$ cat src/rtl/operand_stage.sv
`default_nettype none
// ============================================================================
//  Module   : operand_stage
//  Brief    : RV32I operand-fetch stage. Reads the 31-entry register file
//             (with writeback bypass), decodes OP / OP-IMM / LUI / AUIPC into
//             an ALU operand bundle and holds it in a single-entry output
//             register behind a valid/ready handshake.
//  Revision : 1.0 - initial release
// ============================================================================
module operand_stage (
    input  logic        clk,
    input  logic        rst,
    input  logic        in_valid,
    output logic        in_ready,
    input  logic [31:0] instr,
    input  logic [31:0] pc,
    output logic        out_valid,
    input  logic        out_ready,
    output logic [31:0] alu_a,
    output logic [31:0] alu_b,
    output logic [2:0]  funct3,
    output logic [6:0]  funct7,
    output logic [4:0]  rd,
    output logic        reg_write,
    output logic        illegal,
    input  logic        wb_en,
    input  logic [4:0]  wb_rd,
    input  logic [31:0] wb_data
);

    // Supported major opcodes
    localparam logic [6:0] c_op_reg   = 7'b0110011;
    localparam logic [6:0] c_op_imm   = 7'b0010011;
    localparam logic [6:0] c_op_lui   = 7'b0110111;
    localparam logic [6:0] c_op_auipc = 7'b0010111;

    // Output-register occupancy
    localparam logic [0:0] c_st_empty = 1'b0;
    localparam logic [0:0] c_st_full  = 1'b1;

    logic [0:0]  r_state;
    logic [0:0]  w_state_next;
    logic        w_in_ready;
    logic        w_capture;

    // x1..x31; x0 has no storage and always reads as zero
    logic [31:0] r_regs [1:31];

    logic [6:0]  w_opcode;
    logic [4:0]  w_rs1;
    logic [4:0]  w_rs2;
    logic [4:0]  w_rd;
    logic [31:0] w_rs1_val;
    logic [31:0] w_rs2_val;

    logic [31:0] w_a;
    logic [31:0] w_b;
    logic [2:0]  w_f3;
    logic [6:0]  w_f7;
    logic        w_legal;
    logic        w_reg_write;

    logic [31:0] r_alu_a;
    logic [31:0] r_alu_b;
    logic [2:0]  r_funct3;
    logic [6:0]  r_funct7;
    logic [4:0]  r_rd;
    logic        r_reg_write;
    logic        r_illegal;

    assign w_opcode = instr[6:0];
    assign w_rd     = instr[11:7];
    assign w_rs1    = instr[19:15];
    assign w_rs2    = instr[24:20];

    // Occupancy state register
    always_ff @(posedge clk) begin
        if (rst) begin
            r_state <= c_st_empty;
        end else begin
            r_state <= w_state_next;
        end
    end

    // Next occupancy: a capture always fills; a consume without capture empties
    always_comb begin
        w_state_next = r_state;
        case (r_state)
            c_st_empty: begin
                if (w_capture) begin
                    w_state_next = c_st_full;
                end
            end
            default: begin
                if (out_ready && !w_capture) begin
                    w_state_next = c_st_empty;
                end
            end
        endcase
    end

    // Handshake outputs; ready never looks at in_valid
    always_comb begin
        out_valid  = (r_state == c_st_full);
        w_in_ready = (r_state == c_st_empty) || out_ready;
        w_capture  = in_valid && w_in_ready;
    end

    assign in_ready = w_in_ready;

    // Register file write port; writes to x0 are dropped
    always_ff @(posedge clk) begin
        if (rst) begin
            for (int i = 1; i < 32; i++) begin
                r_regs[i] <= '0;
            end
        end else if (wb_en && (wb_rd != 5'd0)) begin
            r_regs[wb_rd] <= wb_data;
        end
    end

    // Source operand read with same-cycle writeback bypass
    always_comb begin
        w_rs1_val = '0;
        w_rs2_val = '0;
        if (w_rs1 != 5'd0) begin
            w_rs1_val = (wb_en && (wb_rd == w_rs1)) ? wb_data : r_regs[w_rs1];
        end
        if (w_rs2 != 5'd0) begin
            w_rs2_val = (wb_en && (wb_rd == w_rs2)) ? wb_data : r_regs[w_rs2];
        end
    end

    // Instruction decode into the ALU operand bundle
    always_comb begin
        w_a     = '0;
        w_b     = '0;
        w_f3    = '0;
        w_f7    = '0;
        w_legal = 1'b1;
        case (w_opcode)
            c_op_reg: begin
                w_a  = w_rs1_val;
                w_b  = w_rs2_val;
                w_f3 = instr[14:12];
                w_f7 = instr[31:25];
            end
            c_op_imm: begin
                w_a  = w_rs1_val;
                w_b  = {{20{instr[31]}}, instr[31:20]};
                w_f3 = instr[14:12];
                // Only shifts carry a funct7; ADDI/XORI etc. must not look like SUB/SRA
                if ((instr[14:12] == 3'b001) || (instr[14:12] == 3'b101)) begin
                    w_f7 = instr[31:25];
                end
            end
            c_op_lui: begin
                w_b = {instr[31:12], 12'b0};
            end
            c_op_auipc: begin
                w_a = pc;
                w_b = {instr[31:12], 12'b0};
            end
            default: begin
                w_legal = 1'b0;
            end
        endcase
        w_reg_write = w_legal && (w_rd != 5'd0);
    end

    // Output bundle register; loads only on capture, otherwise holds
    always_ff @(posedge clk) begin
        if (rst) begin
            r_alu_a     <= '0;
            r_alu_b     <= '0;
            r_funct3    <= '0;
            r_funct7    <= '0;
            r_rd        <= '0;
            r_reg_write <= 1'b0;
            r_illegal   <= 1'b0;
        end else if (w_capture) begin
            r_alu_a     <= w_a;
            r_alu_b     <= w_b;
            r_funct3    <= w_f3;
            r_funct7    <= w_f7;
            r_rd        <= w_rd;
            r_reg_write <= w_reg_write;
            r_illegal   <= !w_legal;
        end
    end

    assign alu_a     = r_alu_a;
    assign alu_b     = r_alu_b;
    assign funct3    = r_funct3;
    assign funct7    = r_funct7;
    assign rd        = r_rd;
    assign reg_write = r_reg_write;
    assign illegal   = r_illegal;

endmodule
`default_nettype wire

$ cat config.mk
export PLATFORM = sky130hd
export DESIGN_NAME = operand_stage
export DESIGN_NICKNAME = d
export VERILOG_FILES = /design/src/rtl/operand_stage.sv
export SDC_FILE = /design/constraint.sdc
export NUM_CORES = 2
export LEC_CHECK = 0
export ABC_CLOCK_PERIOD_IN_PS = 4500
export CAP_MARGIN = 20
export CORE_MARGIN = 2
export CORE_UTILIZATION = 39
export DETAILED_ROUTE_END_ITERATION = 6
export PLACE_DENSITY = 0.61
export SLEW_MARGIN = 20
export SYNTH_ARGS = -nofsm -noshare
export SYNTH_HDL_FRONTEND = slang
export SYNTH_SLANG_ARGS = --single-unit
$ cat constraint.sdc
create_clock -name clk -period 4.5 [get_ports clk]
set_clock_uncertainty 0.1 [all_clocks]
set_input_delay 1.125 -clock clk [delete_from_list [all_inputs] [get_ports clk]]
set_output_delay 1.125 -clock clk [all_outputs]
set_load 0.05 [all_outputs]
## Word-level counts from Yosys, hierarchy flattened

Memory sizes are Yosys's and may differ from the RTL's.
Cells that the tools add are included.

| word-level totals | value |
|---|---|
| flip-flop bits (word level) | 82 |
| RAM bits | 992 |
| bits of input ports | 106 |
| output and inout port bits | 83 |
| memories | 1 |

Memories:

| memory | words | width | rd ports | clocked after Yosys merged registers in | wr ports | line | text |
|---|---|---|---|---|---|---|---|
| r_regs | 31 | 32 | 2 | 0 | 31 | 47 | `logic [31:0] r_regs [1:31];` |

| operators by class | value |
|---|---|
| equality and inequality tests | 8 |
| multiplexer cells | 21 |
| bitwise logic cells | 1 |
| reductions and logical operators | 18 |

Operator list:

| cell | count |
|---|---|
| $mux 32 | 5 |
| $pmux 32 s3 | 1 |
| $pmux 32 s2 | 1 |
| $reduce_or 32->1 | 1 |
| $reduce_bool 5->1 | 4 |
| $eq 7x5->1 const B | 2 |
| $eq 7x6->1 const B | 2 |
| $pmux 7 s2 | 1 |
| $eq 5x5->1 | 2 |
| $mux 1 | 10 |
| $mux 7 | 1 |
| $logic_and 1x1->1 | 6 |
| $mux 5 | 1 |
| $reduce_or 2->1 | 2 |
| $reduce_or 4->1 | 1 |
| $eq 3x1->1 const B | 1 |
| $eq 3x3->1 const B | 1 |
| $mux 3 | 1 |
| $logic_not 1->1 | 2 |
| $logic_or 1x1->1 | 2 |
| $not 1->1 | 1 |

## Logic depth before layout (Yosys ltp)

| logic depth | value |
|---|---|
| depth in word-level cells | 7 |
| mapped depth | 10 |
| mapped depth without buffers | 6 |

## Worst setup path after synthesis

No wires, ideal clock.

| timing | value |
|---|---|
| path kind | input to register |
| start point | input port wb_rd[3] |
| end point | memory r_regs[20][0], enable pin |
| setup time | 0.466 ns |
| arrival time | 4.190 ns |
| data required time | 3.934 ns |
| path slack | -0.256 ns |
| stages | 6 |
| buffers on the path | 3 |
| cells stage by stage | buf_2 > or3_1 > clkbuf_1 > nand3_1 > buf_2 > o21ai_0 |

RTL lines:

| item | line | text |
|---|---|---|
| start, declared | 27 | `input logic [4:0] wb_rd,` |
| end, declared | 47 |  |

## Worst setup path in the final report

| timing | value |
|---|---|
| start point | register r_alu_a[14] (netlist: alu_a[14]) |
| end point | output port alu_a[14] |

RTL lines:

| item | line | text |
|---|---|---|
| start, declared | 63 | `logic [31:0] r_alu_a;` |
| start signal, assigned | 182 | `r_alu_a <= w_a;` |
| end, declared | 19 | `output logic [31:0] alu_a,` |

No word-level cell between the ends.

==> results_dict.tcl <==
set metrics [dict create \
    period_share_pct 78.57 \
    synth_edf_count 1024 \
    ioPinCount 189 \
    viasPerCell 6.292 \
    power.net_switching_w 0.006572 \
    cp.arrival_ns 2.31 \
    die-area_um2 153300 \
    synth_area_um2 58580 \
    finalHoldViolCount 0 \
    clkSinkCount 1106 \
    synthCells 4154 \
    cp-start-kind "register" \
    status "finished with violations" \
    place.gp.congestion 0.9979 \
    cts_setup_buffers 0 \
    layout.nets 4468 \
    row_count 142 \
    grt_pass1_wl_mm 310.1 \
    power_leakage_nw 23.48 \
    antenna_found_initial 15 \
    syn_to_final_growth_pct 16.92 \
    ir_drop_uv 317.4 \
    max_freq_ghz 0.2828 \
    wl_met2_mm 97.88 \
    synth_area_leader_cell "edfxtp_1" \
    synth-async-reset-ratio_pct 0 \
    num_vias 40840 \
    path_buf_inv 1 \
    worstSetupEndpointType "output port" \
    multiInputGateArea_um2 24720 \
    worstSetupPathType "register to output port" \
    violations "design-rule violations" \
    synth-seq-cells 1106 \
    cts_tree "built" \
    p_int_w 0.01876 \
    synthTopCellsByArea "edfxtp_1, mux4_2, and2_1" \
    gr-total-overflow 0 \
    die_w_um 391.6 \
    clock_path_buffers 3 \
    p_clk_share_pct 39.6 \
    ys_seq_area_share_pct 55.29 \
    drive_gt1_share_pct 23.18 \
    numCtsBuffers 121 \
    path_clk_slew_ns 0.06 \
    htreeDepth 3 \
    hold_path.class "register to register" \
    wirelength_mm 224.4 \
    rsz0062_at_grt "false" \
    synth_top_area_share_pct 52.49 \
    synth_ff_type "edfxtp_1" \
    postRouteAntennaNets 0 \
    crit_path_max_fanout 3 \
    grt.total_usage_pct 28.99 \
    yosysUniqueCellTypes 70 \
    first_global_vias 39800 \
    cts_hold_buf 0 \
    regArea_um2 32390 \
    io_buffers 188 \
    grt_max_degree 60 \
    cts_root_buf "clkbuf_16" \
    cp.required_ns 3.27 \
    start_util_pct 39.21 \
    pwr-share-seq_pct 47.5 \
    setup_violations 0 \
    wl_met3_mm 27.29 \
    drt-initial-drc-count 6034 \
    p_per_area_nw_per_um2 369.8 \
    swShare_pct 25.95 \
    fill_cells 13070 \
    highest_layer "met5" \
    drc 5 \
    comb_power_share_pct 12.8 \
    finalCriticalPeriod_ns 3.536 \
    avgRoutedWirePerCell_um 34.56 \
    die_h_um 391.6 \
    drtPass1Iterations 7 \
    slowest_stage "clkdlybuf4s50_1" \
    max-slew-margin-rel_pct 26.12 \
    cpPeakStageDelay_ns 0.91 \
    yosysWarnings 0 \
    drv_cap 0 \
    path_delay_family "buffers and inverters" \
    ctsResizeCount 0 \
    syn_avg_cell_area_um2 14.10 \
    fp.coreArea_um2 149400 \
    tightestPinTransition_ns 1.108 \
    met1_length_mm 86.07 \
    p_total_w 0.02533 \
    finalMaxSlewViolations 0 \
    timing.critical_path.cells "clkdlybuf4s50_1" \
    hpwl_mm 151.8 \
    whs_ns 0.3509 \
    insertion_delay_ns 0.76 \
]
path summary, 6_finish.rpt:
check / depth (start not counted) / endpoint / from / slack (ns)
setup / recovery: 1 / alu_a[14] / alu_a[14] / 0.96
hold reg to reg: 2 / funct3[1] / funct3[1] / 0.35
hold / removal: 2 / funct3[1] / funct3[1] / 0.35
setup reg to reg: 9 / alu_b[6] / out_valid / 1.90
power groups by stage:
| stage | clock, W | sequential (W) | combinational [W] |
|---|---|---|---|
| floorplan | 0 | 0.0122 | 0.00172 |
| global placement | 0 | 0.0122 | 0.00317 |
| detailed placement | 0 | 0.0122 | 0.00318 |
| CTS | 0.0101 | 0.0120 | 0.00319 |
| global route | 0.0105 | 0.0121 | 0.00331 |
| finish | 0.0100 | 0.0120 | 0.00325 |
Yosys cell counts (16+ instances only):
master        n
nor2b_1      16
o22ai_1     100
a22oi_1     116
nor3_1       24
nor2_1       60
o21a_1       19
nand2_1     117
o31ai_1      16
and3_1       26
dfxtp_1      82
mux2i_1     166
and2_1      997
a221oi_1     50
nand3_1      38
o21ai_0      95
mux4_2      443
edfxtp_1   1024
buf_4        32
o2111ai_1    16
a211oi_1     21
a21oi_1      66
clkbuf_1    308
buf_6        19
buf_1        17
buf_2        58
layout by cell type, fill, tap and decap left out, types with 11 or more instances in the layout:
cell type,instances
nor2_1,28
a32oi_1,13
a221oi_1,50
o21ai_4,29
nand4_1,14
clkbuf_16,126
a22oi_1,116
buf_12,55
nand2_1,116
mux4_2,443
nor2_2,30
clkbuf_1,25
o21a_1,19
buf_4,252
o2111ai_1,16
and3_1,26
o21ai_1,12
nor3_1,21
a211oi_1,20
nor4_1,11
clkinv_2,18
o31ai_1,16
dfxtp_1,82
o21ai_0,66
clkinv_1,26
mux2i_1,166
and2_1,997
nand3_1,38
conb_1,32
o221ai_1,14
nor2b_1,13
o22ai_1,100
a21oi_1,66
edfxtp_1,1024
clkdlybuf4s50_1,175
metrics by stage:
| step | instances | setup slack (ns) | instance area, µm² | util [%] | TNS [ns] |
|---|---|---|---|---|---|
| finish | 6491 | 0.9643 | 68490 | 45.84 | 0 |
| global route | 6481 | 0.9334 | 68470 | 45.82 | 0 |
| global placement | 6254 | 0.4737 | 64500 | 43.17 | 0 |
| detailed placement | 6255 | 0.5009 | 64510 | 43.18 | 0 |
| CTS | 6481 | 1.005 | 68460 | 45.82 | 0 |
| floorplan | 4185 | -0.2557 | 58700 | - | -106.08 |
registers in the layout (all words and copies together), names as in the netlist:
register and cells:
reg_write 1, alu_b 32, illegal 1, funct7 7, rd 5, funct3 3, r_regs 1024, alu_a 32
out_valid 1
cell families (layout without fill, tap and decap cells):
family	Yosys count	in the layout	share of synthesized area, %
DFF	1106	1106	55.29
AOI/OAI and AO/OA	617	617	7.305
xor gates and xnor gates	10	10	0.1495
buffers and inverters	449	729	3.565
and+or+nand+nor	1358	1358	13.74
muxes	613	613	19.94
other	1	42	0.006401
final cells by class:
cell class	count	area share, %
clock buffers	154	4.801
diodes	10	0.03654
repair buffers	494	7.088
clock inverters	72	0.9645
flip-flops and latches	1106	47.29
multi-input cells	2630	36.08
well taps	2016	3.683
inverters	9	0.05298
routing by layer:
metal	vias up	global-route usage [%]
met2	2770	43.30
met5	-	0
met4	16	14.31
met3	530	8.495
met1	21010	38.60
li1	16520	-
Note: power is estimated with default switching activity, not from simulation.
